File: src/rtl/des_pkg.sv
// Shared types and constants for the time-multiplexed DES substitution stage.
package des_pkg;

  localparam int SBOX_CNT   = 8;
  localparam int SBOX_IN_W  = 6;
  localparam int SBOX_OUT_W = 4;
  localparam int DATA_IN_W  = SBOX_CNT * SBOX_IN_W;   // 48
  localparam int DATA_OUT_W = SBOX_CNT * SBOX_OUT_W;  // 32
  localparam int IDX_W      = 3;
  localparam int SBOX_TBL_W = 64 * SBOX_OUT_W;        // 64 entries of 4 bits

  typedef enum logic [1:0] {
    IDLE = 2'd0,
    RUN  = 2'd1,
    DONE = 2'd2
  } state_t;

  // Each table holds the standard four rows of sixteen nibbles, row 0 first,
  // column 0 in the most significant nibble of each row.
  localparam logic [SBOX_TBL_W-1:0] SBOX_TABLE [SBOX_CNT] = '{
    256'hE4D12FB83A6C5907_0F74E2D1A6CB9538_41E8D62BFC973A50_FC8249175B3EA06D,
    256'hF18E6B34972DC05A_3D47F28EC01A69B5_0E7BA4D158C6932F_D8A13F42B67C05E9,
    256'hA09E63F51DC7B428_D709346A285ECBF1_D6498F30B12C5AE7_1AD069874FE3B52C,
    256'h7DE3069A1285BC4F_D8B56F03472C1AE9_A690CB7DF13E5284_3F06A1D8945BC72E,
    256'h2C417AB6853FD0E9_EB2C47D150FA3986_421BAD78F9C5630E_B8C71E2D6F09A453,
    256'hC1AF92680D34E75B_AF427C9561DE0B38_9EF528C3704A1DB6_432C95FABE17608D,
    256'h4B2EF08D3C975A61_D0B7491AE35C2F86_14BDC37EAF680592_6BD814A7950FE23C,
    256'hD2846FB1A93E50C7_1FD8A374C56B0E92_7B419CE206ADF358_21E74A8DFC90356B
  };

  // Row comes from the outer chunk bits, column from the inner four.
  function automatic logic [SBOX_OUT_W-1:0] sbox_lookup(
    input logic [SBOX_TBL_W-1:0] tbl,
    input logic [SBOX_IN_W-1:0]  chunk
  );
    logic [5:0] entry;
    entry = {chunk[5], chunk[0], chunk[4:1]};
    // Entry 0 sits in the top nibble, so the bit offset is (63 - entry) * 4.
    return tbl[{~entry, 2'b00} +: SBOX_OUT_W];
  endfunction

endpackage

File: src/rtl/des_sbox.sv
// One DES substitution box; the table contents select which of S1..S8 it is.
module des_sbox
  import des_pkg::*;
#(
  parameter logic [SBOX_TBL_W-1:0] TABLE = '0
) (
  input  logic [SBOX_IN_W-1:0]  chunk,
  output logic [SBOX_OUT_W-1:0] value
);

  assign value = sbox_lookup(TABLE, chunk);

endmodule

File: src/rtl/sbox_select.sv
// Shared lookup path: all eight boxes see the same chunk, the index picks one.
module sbox_select
  import des_pkg::*;
(
  input  logic [IDX_W-1:0]      index,
  input  logic [SBOX_IN_W-1:0]  chunk,
  output logic [SBOX_OUT_W-1:0] value
);

  logic [SBOX_OUT_W-1:0] box_out [SBOX_CNT];

  for (genvar g = 0; g < SBOX_CNT; g++) begin : g_box
    des_sbox #(
      .TABLE (SBOX_TABLE[g])
    ) u_box (
      .chunk (chunk),
      .value (box_out[g])
    );
  end

  assign value = box_out[index];

endmodule

File: src/rtl/des_sbox_sequencer.sv
// Eight-cycle DES substitution: one 48-bit word in, one 32-bit word out,
// a single S-box lookup per cycle through the shared select path.
module des_sbox_sequencer
  import des_pkg::*;
(
  input  logic        clk,
  input  logic        n_rst,
  input  logic        clear,
  input  logic        in_valid,
  output logic        in_ready,
  input  logic [47:0] in_data,
  output logic        out_valid,
  input  logic        out_ready,
  output logic [31:0] out_data,
  output logic        busy
);

  state_t                  state;
  state_t                  state_next;
  logic [IDX_W-1:0]        idx;
  logic [IDX_W-1:0]        nib_sel;
  logic [DATA_IN_W-1:0]    shift_q;
  logic [DATA_OUT_W-1:0]   acc_q;
  logic [SBOX_OUT_W-1:0]   sbox_val;
  logic                    accept;
  logic                    step;

  // The chunk for the current box is always at the top of the shift register.
  sbox_select u_sbox_select (
    .index (idx),
    .chunk (shift_q[DATA_IN_W-1 -: SBOX_IN_W]),
    .value (sbox_val)
  );

  assign accept  = (state == IDLE) && in_valid && !clear;
  assign step    = (state == RUN) && !clear;
  // S1 lands in the top nibble, so box k fills nibble 7-k.
  assign nib_sel = 3'd7 - idx;

  // State register.
  always_ff @(posedge clk or negedge n_rst) begin
    if (!n_rst) begin
      state <= IDLE;
    end else begin
      // NOTE: non-blocking so every flop samples pre-edge values, whatever the block order.
      state <= state_next;
    end
  end

  // Next-state and handshake outputs; clear overrides every other transition.
  always_comb begin
    // NOTE: defaults first so no path through the case leaves a signal unassigned (no latch).
    state_next = state;
    in_ready   = 1'b0;
    out_valid  = 1'b0;
    busy       = 1'b0;
    unique case (state)
      IDLE: begin
        in_ready = 1'b1;
        if (accept) state_next = RUN;
      end
      RUN: begin
        busy = 1'b1;
        if (clear)                     state_next = IDLE;
        else if (idx == 3'(SBOX_CNT-1)) state_next = DONE;
      end
      DONE: begin
        busy      = 1'b1;
        out_valid = 1'b1;
        if (clear || out_ready) state_next = IDLE;
      end
      default: state_next = IDLE;
    endcase
  end

  // Datapath: load on accept, then one box per cycle into the accumulator.
  always_ff @(posedge clk or negedge n_rst) begin
    if (!n_rst) begin
      // NOTE: datapath registers are reset too, since out_data must read zero out of reset.
      idx     <= '0;
      shift_q <= '0;
      acc_q   <= '0;
    end else if (clear) begin
      idx <= '0;
    end else if (accept) begin
      shift_q <= in_data;
      idx     <= '0;
    end else if (step) begin
      acc_q[{nib_sel, 2'b00} +: SBOX_OUT_W] <= sbox_val;
      shift_q <= {shift_q[DATA_IN_W-SBOX_IN_W-1:0], {SBOX_IN_W{1'b0}}};
      idx     <= idx + 3'd1;
    end
  end

  // The accumulator persists between words; it is only meaningful in DONE.
  assign out_data = acc_q;

endmodule

File: config.mk
export PLATFORM = sky130hd
export DESIGN_NAME = des_sbox_sequencer
export DESIGN_NICKNAME = d
export VERILOG_FILES = /design/src/rtl/des_pkg.sv /design/src/rtl/des_sbox.sv /design/src/rtl/sbox_select.sv /design/src/rtl/des_sbox_sequencer.sv
export SDC_FILE = /design/constraint.sdc
export NUM_CORES = 1
export LEC_CHECK = 0
export CELL_PAD_IN_SITES_DETAIL_PLACEMENT = 0
export CELL_PAD_IN_SITES_GLOBAL_PLACEMENT = 1
export CORE_ASPECT_RATIO = 1.25
export CORE_MARGIN = 2
export CORE_UTILIZATION = 32
export CTS_CLUSTER_DIAMETER = 80
export DETAILED_ROUTE_END_ITERATION = 8
export PLACE_DENSITY = 0.61
export SLEW_MARGIN = 40
export SYNTH_ARGS = -nofsm -noshare
export SYNTH_HDL_FRONTEND = slang
export SYNTH_SLANG_ARGS = --single-unit
File: constraint.sdc
create_clock -name clk -period 6.4 [get_ports clk]
set_input_delay 1.6 -clock clk [delete_from_list [all_inputs] [get_ports clk]]
set_output_delay 1.6 -clock clk [all_outputs]
set_load 0.05 [all_outputs]
## After elaboration in Yosys (flattened, before gate mapping)

Cells that the tools add are included.

| word-level totals | value |
|---|---|
| input bits | 53 |
| register bits | 85 |
| word-level logic and storage cells | 57 |
| output and inout bits | 35 |

| operators by class | value |
|---|---|
| equality and inequality tests | 6 |
| shift-type cells | 10 |
| add/subtract/negate cells | 3 |
| reduce and logical (&&, ||, !) cells | 12 |
| $lt $le $gt $ge | 1 |
| mux-type cells | 17 |
| bitwise operators | 4 |

Operators by type and width:

| kind | count |
|---|---|
| indexed part select 256 x 9 -> 4 bit (first input constant) | 8 |
| 2-to-1 mux 48 bit | 2 |
| bitwise mux 32 bit | 1 |
| variable shift 4 x 7 -> 32 bit (first input constant) | 1 |
| indexed part select 4 x 7 -> 32 bit | 1 |
| binary-select mux 4 bit (select 3 bit) | 1 |
| 2-to-1 mux 3 bit | 3 |
| 2-to-1 mux 2 bit | 4 |
| 2-to-1 mux 4 bit | 2 |
| negator 5 -> 7 bit | 1 |
| inverter 6 bit | 1 |
| case mux 2 bit (3 select lines) | 1 |
| AND reduction 3 bit | 2 |
| >= comparator 4 bit (second input constant) | 1 |
| != test 2 bit (second input constant) | 2 |
| inverter 3 -> 4 bit | 1 |
| adder 3 x 1 -> 3 bit (second input constant) | 1 |
| equality test 3 bit (second input constant) | 1 |
| logical AND 1 bit | 3 |
| 2-to-1 mux 1 bit | 3 |
| != test 3 x 2 -> 1 bit (second input constant) | 1 |
| nonzero test 3 bit | 1 |
| subtractor 3 bit (first input constant) | 1 |
| equality test 2 x 1 -> 1 bit (second input constant) | 1 |
| other kinds (8) | 9 |

## Longest topological paths before layout

Gate-level depths: netlist of the first run.

| logic depth | value |
|---|---|
| depth after elaboration | 7 |
| mapped depth | 13 |
| gate-level depth less buffers | 9 |

## Modules after synthesis

From an unflattened synthesis of the first run, not the netlist that was laid out.

| second synthesis, totals | value |
|---|---|
| cell total of the unflattened synthesis | 981 |
| area, all modules | 8941.1 um^2 |

By module, submodules not included:

| module | cells an instance | seq. area each (um^2) | times used | area an instance (um^2) |
|---|---|---|---|---|
| des_sbox_sequencer | 269 | 2127.0 | 1 | 3601.0 |
| des_sbox (u_sbox_select.g_box[4].u_box) | 94 | 0.0 | 1 | 708.2 |
| des_sbox (u_sbox_select.g_box[0].u_box) | 91 | 0.0 | 1 | 654.4 |
| des_sbox (u_sbox_select.g_box[5].u_box) | 94 | 0.0 | 1 | 653.1 |
| des_sbox (u_sbox_select.g_box[6].u_box) | 89 | 0.0 | 1 | 643.1 |
| des_sbox (u_sbox_select.g_box[1].u_box) | 87 | 0.0 | 1 | 629.4 |
| des_sbox (u_sbox_select.g_box[7].u_box) | 86 | 0.0 | 1 | 619.3 |
| des_sbox (u_sbox_select.g_box[2].u_box) | 81 | 0.0 | 1 | 603.1 |
| des_sbox (u_sbox_select.g_box[3].u_box) | 76 | 0.0 | 1 | 559.3 |
| sbox_select | 14 | 0.0 | 1 | 270.3 |

## Worst setup path before layout of the first run

OpenSTA, ideal clock, no wires.

| path | value |
|---|---|
| path type | input to register |
| start point | input port in_valid |
| end point | register acc_q[25] (netlist: out_data[25]) |
| required time | 6.275 ns |
| setup slack | 3.222 ns |
| cell stages on the path | 7 |
| setup time | 0.125 ns |
| path buffers | 2 |
| arrival | 3.053 ns |
| path through | nand2_1 -> and3_1 -> clkbuf_1 -> nand2_1 -> or4_1 -> clkbuf_1 -> mux2_2 |

| between the ends | value |
|---|---|
| word-level cells in the longest chain between the ends | 4 |

Ends and longest elaborated chain:

| element | RTL line | source |
|---|---|---|
| from (decl) | des_sbox_sequencer.sv:9 | `input logic in_valid,` |
| logical AND 1 bit (2 in series) | des_sbox_sequencer.sv:35 | `assign accept = (state == IDLE) && in_valid && !clear;` |
| inverter 1 bit (no line) | - |  |
| AND reduction 3 bit (no line) | - |  |
| to (signal, indexed assignment) | des_sbox_sequencer.sv:89 | `acc_q[{nib_sel, 2'b00} +: SBOX_OUT_W] <= sbox_val;` |
| to (decl) | des_sbox_sequencer.sv:23 | `logic [DATA_OUT_W-1:0] acc_q;` |

Every way passes these cells.
A chain may end at the register's enable or synchronous reset.

## Final worst setup path of the first run

| path | value |
|---|---|
| start point | register shift_q[44] |
| end point | register acc_q[9] (netlist: out_data[9]) |

| between the ends | value |
|---|---|
| word-level cells in the longest chain between the ends | 7 |
| elaborated cells on any way between the ends | 14 |
| those cells by class | shift: 9; mux: 4; bitwise: 1 |

Ends and longest elaborated chain:

| element | RTL line | source |
|---|---|---|
| from (decl) | des_sbox_sequencer.sv:22 | `logic [DATA_IN_W-1:0] shift_q;` |
| from (signal assigned) | des_sbox_sequencer.sv:86 | `shift_q <= in_data;` |
| from (signal assigned) | des_sbox_sequencer.sv:90 | `shift_q <= {shift_q[DATA_IN_W-SBOX_IN_W-1:0], {SBOX_IN_W{1'b0}}};` |
| inverter 6 bit (*) | des_pkg.sv:39 | `return tbl[{~entry, 2'b00} +: SBOX_OUT_W];` |
| indexed part select 256 x 9 -> 4 bit | des_pkg.sv:39 |  |
| binary-select mux 4 bit (select 3 bit) (*) | sbox_select.sv:21 | `assign value = box_out[index];` |
| 2-to-1 mux 4 bit (implied by the code) (*) (2 in series) | sbox_select.sv:21 |  |
| indexed part select 4 x 7 -> 32 bit (*) | des_sbox_sequencer.sv:89 |  |
| bitwise mux 32 bit (*) | des_sbox_sequencer.sv:89 |  |

Every way passes the cells marked *; elsewhere a longest branch is shown, timed or not. The select of a mux whose other input is x is not followed.

==> results of run 1 <==
-- worst paths after layout --
check	startpoint	slack, ns	end
worst min-delay path	shift_q[37]	0.49	shift_q[37]
worst max-delay path	shift_q[44]	2.46	out_data[9]
worst min register to register	shift_q[37]	0.49	shift_q[37]
min in group asynchronous	n_rst	1.21	shift_q[35]
max in group asynchronous	n_rst	4.17	out_data[3]
worst max register to register	shift_q[44]	2.46	out_data[9]
-- cells in the final DEF, fill, tap and decap left out, types with 6 or more instances in the layout --
master,netlist,layout
o311ai_0,7,7
nor2b_1,22,21
buf_4,5,16
clkbuf_16,0,9
nor2_1,60,58
nor3_1,27,27
dfrtp_1,85,81
a31oi_1,10,9
nor4_1,8,8
o221ai_1,6,6
a22o_1,14,14
o22ai_1,9,9
or3_1,9,9
o31ai_1,7,7
a21oi_1,42,42
nand2_1,63,63
a2111oi_0,7,7
ha_1,13,13
nand2b_1,24,24
xnor2_1,8,8
nand3_1,14,14
clkdlybuf4s50_1,0,86
a311oi_1,10,10
a32oi_1,6,6
o21ai_0,50,49
a222oi_1,42,42
a211oi_1,17,17
mux2_2,23,23
o211ai_1,14,14
inv_1,57,57
mux2i_1,12,12
-- worst reg2reg max path, cell delays in order (launching register included) --
cell       delay (ns)
dfrtp_1          0.35
clkinv_1         0.06
buf_4            0.19
ha_1             0.78
buf_4            0.35
nand2_1          0.08
buf_4            0.19
a41o_1           0.25
a2111oi_0        0.36
or3_1            0.20
a32oi_1          0.13
or3_1            0.57
mux2_2           0.32
-- per-layer routing --
metal,part of all wire [%],global-route usage [%],up-vias
li1,-,-,3351
met1,39,32.31,3627
met2,46,37.82,458
met3,7.1,3.095,115
met4,7.7,17.52,0
met5,0,0,-
-- cells in the mapped netlist (5+ instances only) --
cell type / count
buf_6: 14
inv_1: 57
a221oi_1: 5
mux2i_1: 12
a21oi_1: 42
o221ai_1: 6
xnor2_1: 8
or3_1: 9
a31oi_1: 10
a211oi_1: 17
a222oi_1: 42
nor2_1: 60
o31ai_1: 7
nand3_1: 14
o21ai_0: 50
nor3_1: 27
nand2b_1: 24
dfrtp_1: 85
o32ai_1: 5
nand2_1: 63
nor2b_1: 22
o211ai_1: 14
buf_1: 7
and2_1: 5
ha_1: 13
a32oi_1: 6
a2111oi_0: 7
buf_4: 5
nand4_1: 5
a21o_1: 5
nor4_1: 8
mux2_2: 23
o22ai_1: 9
buf_2: 26
clkbuf_1: 37
a22oi_1: 5
a311o_1: 5
a311oi_1: 10
a22o_1: 14
o311ai_0: 7
-- flip-flops by register name (all words and copies together), names as in the netlist --
signal,flops
shift_q,48
out_data,32
state,2
idx,3
-- report_power, final --
part	internal (mW)	switching [mW]	leakage (nW)
registers	0.710	0.229	1.10
logic	1.07	2.12	2.22
clock network	0.382	0.215	0.167
-- metrics by stage --
stage                     setup slack (ns)  instances
after CTS                            2.496       1179
final                                2.455       1181
after global routing                 2.112       1179
after global placement               2.257       1159
after floorplan                      3.222        863
after detailed placement             2.518       1163
-- logic make-up (layout without fill, tap and decap cells) --
| kind of cell | Yosys count | after routing | synth area share (%) |
|---|---|---|---|
| other | 0 | 2 | 0 |
| XOR/XNOR | 11 | 11 | 1.343 |
| adder cells (fa/ha/maj) | 13 | 13 | 2.266 |
| buffers and inverters | 149 | 182 | 9.972 |
| multiplexers | 38 | 38 | 6.224 |
| flip-flops | 85 | 85 | 29.64 |
| AO/OA/AOI/OAI | 301 | 301 | 31.82 |
| AND/OR/NAND/NOR | 266 | 266 | 18.74 |
-- layout make-up --
type / instances / share of cell area [%]
tap: 283 / 4.160
clock buffer: 10 / 2.690
antenna: 2 / 0.05880
sequential: 85 / 25.11
multi-input combinational: 629 / 51.20
timing repair buffer: 106 / 12.82
inverter: 60 / 2.646
clock inverter: 6 / 1.323
==> results.ini, run 1 <==
[worst_setup_path]
cpMaxStageDelayCell=ha_1
critPathKind=register to register
slowest_delay_ns=0.77
startpoint_type=register
path_buf_inv=4
critPathTopFamily=simple AND/OR/NAND/NOR gates
cp.required_ns=6.62
arrival_ns=4.16
path_cells=clkinv_1 > buf_4 > ha_1 > buf_4 > nand2_1 > buf_4 > a41o_1 > a2111oi_0 > or3_1 > a32oi_1 > or3_1 > mux2_2
cp.depth=12
crit_path_max_fanout=20
crit_top_cell=buf_4
worstSetupEndpointType=register
reg2reg_depth=12

[routing]
drc_errors=1
wirelength_mm=28.73
viasPerCell=6.394
detail-route-antenna-nets=0
drt_pass1_iterations=9
wl_per_cell_um=24.32
drt_iter0_drc=831
vias=7551

[run]
drv_cap=0

[logic_synthesis]
synth_seq_area_share_pct=29.64
synth_area_sq_mm=0.007177
yosys_register_bits=85
yosysWarningCount=0
avgSynthCellArea_sq_um=8.316
synth.net_count=929
synthCells=863
synth_area_leaders=dfrtp_1 30%, a222oi_1 5.9%, mux2_2 3.6%
synth_cell_types=82
synth_ff_type=dfrtp_1
synth_top_area_share_pct=29.64
yosysTopAreaCell=dfrtp_1
synthArstFlopShare_pct=100.0
synth_edf_count=0

[finish]
fin_area_sq_mm=0.008512
regArea_sq_mm=0.002137
multi_input_area_sq_mm=0.004358
final_nets=957
syn2layout_area_growth_pct=18.60
fillers=2344
final_core_util_pct=38.46
final_layout_size_suffix_gt1_share_pct=9.933

[cts]
cts_buffers=9
cts.sinks=85
cts_setup_buffers=0
hold_buffers=0
clk_path_buf_depth=2
cts_resized=0
cts_tree=built
clk_pin_slew_ns=0.07
clk_latency_ns=0.34
cts_root_buffer=clkbuf_16
cts_max_level=3

[global_route]
antenna_found_initial=0
grt-ovfl-total=0
first_global_vias=7355
grt_max_degree=70
grt_first_pass_wirelength_mm=44.69
grtUsageTotal_pct=24.82

[sta]
drv_slew=0
worstMarginPinSlew_ns=0.9217
fin_skew_ns=0.01283
fin_tns_setup_ns=0
holdWs_ns=0.4919
period_share_pct=61.63
setup_viol=0
hold_violations=0
fmax_ghz=0.2535
fin_crit_ns=3.945
slew_headroom_pct=38.42
rsz0062_at_grt=no

[floorplanning]
die-height_um=171.4
die-area_sq_mm=0.02365
rows=61
die_w_um=138.0
start_util_pct=32.43
io_pins=88
design.core.area_sq_mm=0.02213

[worst_hold_path]
hold_class=register to register
whs_path_depth=2

[placed_design]
dpl.hpwl_mm=20.30
place_area_sq_mm=0.008159
place_congestion=0.9663
port_buffers=87

[pwr]
powerDensity_mw_per_mm2=555.0
p_total_mw=4.724
peakVddDrop_uv=242.4
p_leak_nw=3.490

[status]
violations=design-rule violations
status=finished, violations left

No activity file was read; power rests on OpenSTA's default activity.
==> inputs of run 2 (changes only) <==
==> constraint.sdc (replaced) <==
create_clock -name clk -period 3.7 [get_ports clk]
set_input_delay 0.925 -clock clk [delete_from_list [all_inputs] [get_ports clk]]
set_output_delay 0.925 -clock clk [all_outputs]
set_load 0.05 [all_outputs]
==> results.ini, run 2 (synthesized netlist as in run 1, its figures left out) <==
[status]
status=finished clean

[finish]
fin_area_sq_mm=0.008605
final_cell_mix=86 x clkdlybuf4s50_1, 81 x dfrtp_1, 63 x nand2_1
fillers=2350
layout_commonest_cell=clkdlybuf4s50_1
regMostFlops=shift_q
final_layout_size_suffix_gt1_share_pct=12.35
largest_reg_flops=48
num_antenna_cells=0
final_nets=984
syn2layout_area_growth_pct=19.89
final_cells=1206

[floorplanning]
rows=61
design.core.area_sq_mm=0.02213
start_util_pct=32.43
die-area_sq_mm=0.02365
io_pins=88
die-height_um=171.4
die_w_um=138.0

[sta]
fmax_ghz=0.3106
fin_skew_ns=0.01435
drv_slew=0
slew_headroom_pct=47.30
hold_violations=0
rsz0062_at_grt=no
setup_viol=0
period_share_pct=87.01
holdWs_ns=0.4945
worstMarginPinSlew_ns=0.7904
fin_tns_setup_ns=0
fin_crit_ns=3.219

[routing]
drt_iter0_drc=1146
wl_per_cell_um=25.23
drt_pass1_iterations=9
wirelength_mm=30.42
drc_errors=0
vias=7835
viasPerCell=6.497
detail-route-antenna-nets=0

[placed_design]
place_congestion=0.9847
dp.cells=1190
port_buffers=87
dpl.hpwl_mm=21.89
place_area_sq_mm=0.008317

[pwr]
clkPwrFrac_pct=10.4
p_total_mw=8.304
pwr-share-seq_pct=19.2
peakVddDrop_uv=523.2
p_int_mw=3.742
p_leak_nw=3.570
p_switching_mw=4.562
powerDensity_mw_per_mm2=965.1
swShare_pct=54.93
share_comb_of_total_power_pct=70.4

[global_route]
first_global_vias=7758
grt_max_degree=52
grt-ovfl-total=0
antenna_found_initial=0
grt_first_pass_wirelength_mm=46.62
grtUsageTotal_pct=26.16

[cts]
cts_max_level=3
cts_resized=0
cts_tree=built
clk_pin_slew_ns=0.07
cts.sinks=85
clk_path_buf_depth=2
hold_buffers=0
clk_latency_ns=0.33
cts_setup_buffers=0
cts_buffers=9
cts_root_buffer=clkbuf_16

[worst_setup_path]
worstSetupEndpointType=register
startpoint_type=register
critPathKind=register to register
crit_path_max_fanout=37
arrival_ns=3.48
reg2reg_depth=9
cp.required_ns=3.96

[worst_hold_path]
hold_class=register to register
whs_path_depth=2

[run]
drv_cap=0

-- run 2: final cells by class --
cell class                      count  area (sq um)  area share (%)
Clock buffer                       12         256.5           2.981
Timing Repair Buffer              133          1251           14.54
Inverter                           60         225.2           2.617
Tap cell                          283         354.1           4.115
Clock inverter                      4         31.28          0.3635
Sequential cell                    85          2137           24.84
Multi-Input combinational cell    629          4349           50.55
-- run 2: final timing paths --
path,to,slack [ns],start
max,out_data[8],0.48,shift_q[44]
min,shift_q[25],0.49,shift_q[25]
max reg2reg,out_data[8],0.48,shift_q[44]
min reg2reg,shift_q[25],0.49,shift_q[25]
max in group asynchronous,out_data[1],2.34,n_rst
min in group asynchronous,shift_q[11],0.63,n_rst
-- run 2: through the flow --
stage	setup slack (ns)	util, %
after floorplan	0.5880	-
after global placement	0.4740	37.57
after detailed placement	0.5437	37.57
after CTS	0.5271	38.88
after global routing	0.2710	38.88
final	0.4807	38.88
-- run 2: power by group through the flow --
stage               registers [mW]  clock network, mW  logic, mW
global route                  1.63              0.922       6.21
finish                        1.59              0.861       5.85
floorplan                     1.58                  0       3.74
global placement              1.60                  0       5.79
detailed placement            1.59                  0       5.66
CTS                           1.58              0.887       5.68
-- run 2: routing by layer --
metal	vias to the layer above	part of all wire (%)	GRT usage, %	wire [um]
met5	-	0	0	0
met4	0	7.2	16.19	2177
met3	134	7.9	3.979	2410
met2	474	46	42.14	14130
met1	3824	38	32.62	11710
li1	3403	-	-	-
-- run 2: worst max-delay path, stage by stage (launching register included) --
cell and delay (ns):
dfrtp_1 0.35, buf_4 0.38, ha_1 0.52, mux2i_1 0.17, o21ai_0 0.31, a311oi_1 0.14, nor4_1 0.34, a311oi_2 0.10
a211oi_2 0.60, a22o_1 0.22
==> inputs of run 3 (changes only) <==
--- a/config.mk
+++ b/config.mk
@@ -10,6 +10,7 @@
 export CORE_ASPECT_RATIO = 1.25
 export CORE_MARGIN = 2
 export CORE_UTILIZATION = 32
+export CTS_BUF_LIST = sky130_fd_sc_hd__clkbuf_16
 export CTS_CLUSTER_DIAMETER = 80
 export DETAILED_ROUTE_END_ITERATION = 8
 export PLACE_DENSITY = 0.61
==> results.ini, run 3 (synthesized netlist as in run 1, its figures left out) <==
[sta]
fin_ws_ns=0.4715
slew_headroom_pct=44.82
hold_violations=0
rsz0062_at_grt=no
worstMarginPinSlew_ns=0.8277
fin_crit_ns=3.229
fin_skew_ns=0.01432
fmax_ghz=0.3097
period_share_pct=87.26
fin_tns_setup_ns=0
holdWs_ns=0.4934
setup_viol=0
drv_slew=0

[floorplanning]
die-area_sq_mm=0.02365
die-height_um=171.4
die_w_um=138.0
start_util_pct=32.43
io_pins=88
rows=61
design.core.area_sq_mm=0.02213

[worst_setup_path]
cp-startpoint=shift_q[44]
path_buf_inv=1
cpMaxStageDelayCell=a211oi_2
worst-r2r-setup-slack_ns=0.47
r2r-start=shift_q[44]
cp.depth=9
reg2reg_depth=9
worstSetupEndpointType=register
critPathKind=register to register
crit_path_max_fanout=37
slowest_delay_ns=0.60
path_cells=buf_4 > ha_1 > mux2i_1 > o21ai_0 > a311oi_1 > nor4_1 > a311oi_2 > a211oi_2 > a22o_1
endpoint=out_data[8]
cp.required_ns=3.96
rr_endpoint=out_data[8]
startpoint_type=register
arrival_ns=3.49
critPathTopFamily=compound AO/OA/AOI/OAI gates

[pwr]
p_leak_nw=3.563
powerDensity_mw_per_mm2=965.0
peakVddDrop_uv=527.1
p_total_mw=8.284

[global_route]
grtUsageTotal_pct=26.14
grt-ovfl-total=0
grt_max_degree=52
first_global_vias=7761
grt_first_pass_wirelength_mm=46.58
antenna_found_initial=0

[cts]
cts_tree=built
cts_max_level=3
clk_path_buf_depth=2
clk_pin_slew_ns=0.07
clk_latency_ns=0.33
hold_buffers=0
cts_root_buffer=clkbuf_16
cts_resized=0
cts_setup_buffers=0
cts.sinks=85
cts_buffers=9

[placed_design]
place_area_sq_mm=0.008317
port_buffers=87
pre_cts_ws_ns=0.5437
place_congestion=0.9847
dpl.hpwl_mm=21.89

[run]
drv_cap=0

[routing]
drc_errors=0
viasPerCell=6.478
wl_per_cell_um=25.31
wirelength_mm=30.52
vias=7812
drt_pass1_iterations=9
drt_iter0_drc=1095
detail-route-antenna-nets=0

[finish]
fin_area_sq_mm=0.008584
largest_reg_flops=48
syn2layout_area_growth_pct=19.61
layout_commonest_cell=clkdlybuf4s50_1
num_antenna_cells=0
final_nets=984
fillers=2351
final_layout_size_suffix_gt1_share_pct=12.13
regMostFlops=shift_q
final_cell_mix=86 x clkdlybuf4s50_1, 81 x dfrtp_1, 63 x nand2_1

[worst_hold_path]
hold_class=register to register

[status]
status=finished clean

run 3: cell count changes in the layout (fill, tap and decap cells not counted), sizes merged:
cell	delta
clkinv	+2
inv	+1
clkbuf	-3
run 3: metal layers:
metal,up-vias,GRT usage [%],part of all wire (%)
li1,3408,-,-
met3,134,3.979,8.2
met2,502,42.17,46
met5,-,0,0
met1,3768,32.55,38
met4,0,16.19,7.2
run 3: worst min path at each step:
stage,startpoint,end,cells past startpoint
after detailed placement,shift_q[17],shift_q[17],2
after floorplan,shift_q[10],shift_q[10],2
after global routing,shift_q[19],shift_q[19],2
after global placement,out_data[2],out_data[2],2
final,shift_q[37],shift_q[37],2
after CTS,shift_q[37],shift_q[37],2
run 3: final cells by class:
| type | count | area, sq um | area share [%] |
|---|---|---|---|
| clock buffers | 9 | 225.2 | 2.624 |
| clock inverters | 7 | 42.54 | 0.4956 |
| inverters | 60 | 225.2 | 2.624 |
| multi-input cells | 629 | 4349 | 50.66 |
| flip-flops and latches | 85 | 2137 | 24.89 |
| well taps | 283 | 354.1 | 4.125 |
| repair buffers | 133 | 1251 | 14.58 |
run 3: worst min-delay path, cell delays in order, from the launching register on:
cell and delay [ns]:
dfrtp_1 0.35, a222oi_1 0.07, inv_1 0.05
run 3: power breakdown:
| part | total [mW] | switching [mW] | internal [mW] |
|---|---|---|---|
| registers | 1.59 | 0.365 | 1.23 |
| clock network | 0.817 | 0.367 | 0.450 |
| logic | 5.87 | 3.85 | 2.02 |
run 3: metrics by stage:
step / instances / util, %
global placement: 1190 / 37.57
detailed placement: 1190 / 37.57
floorplan: 863 / -
global route: 1206 / 38.78
CTS: 1206 / 38.78
finish: 1206 / 38.78
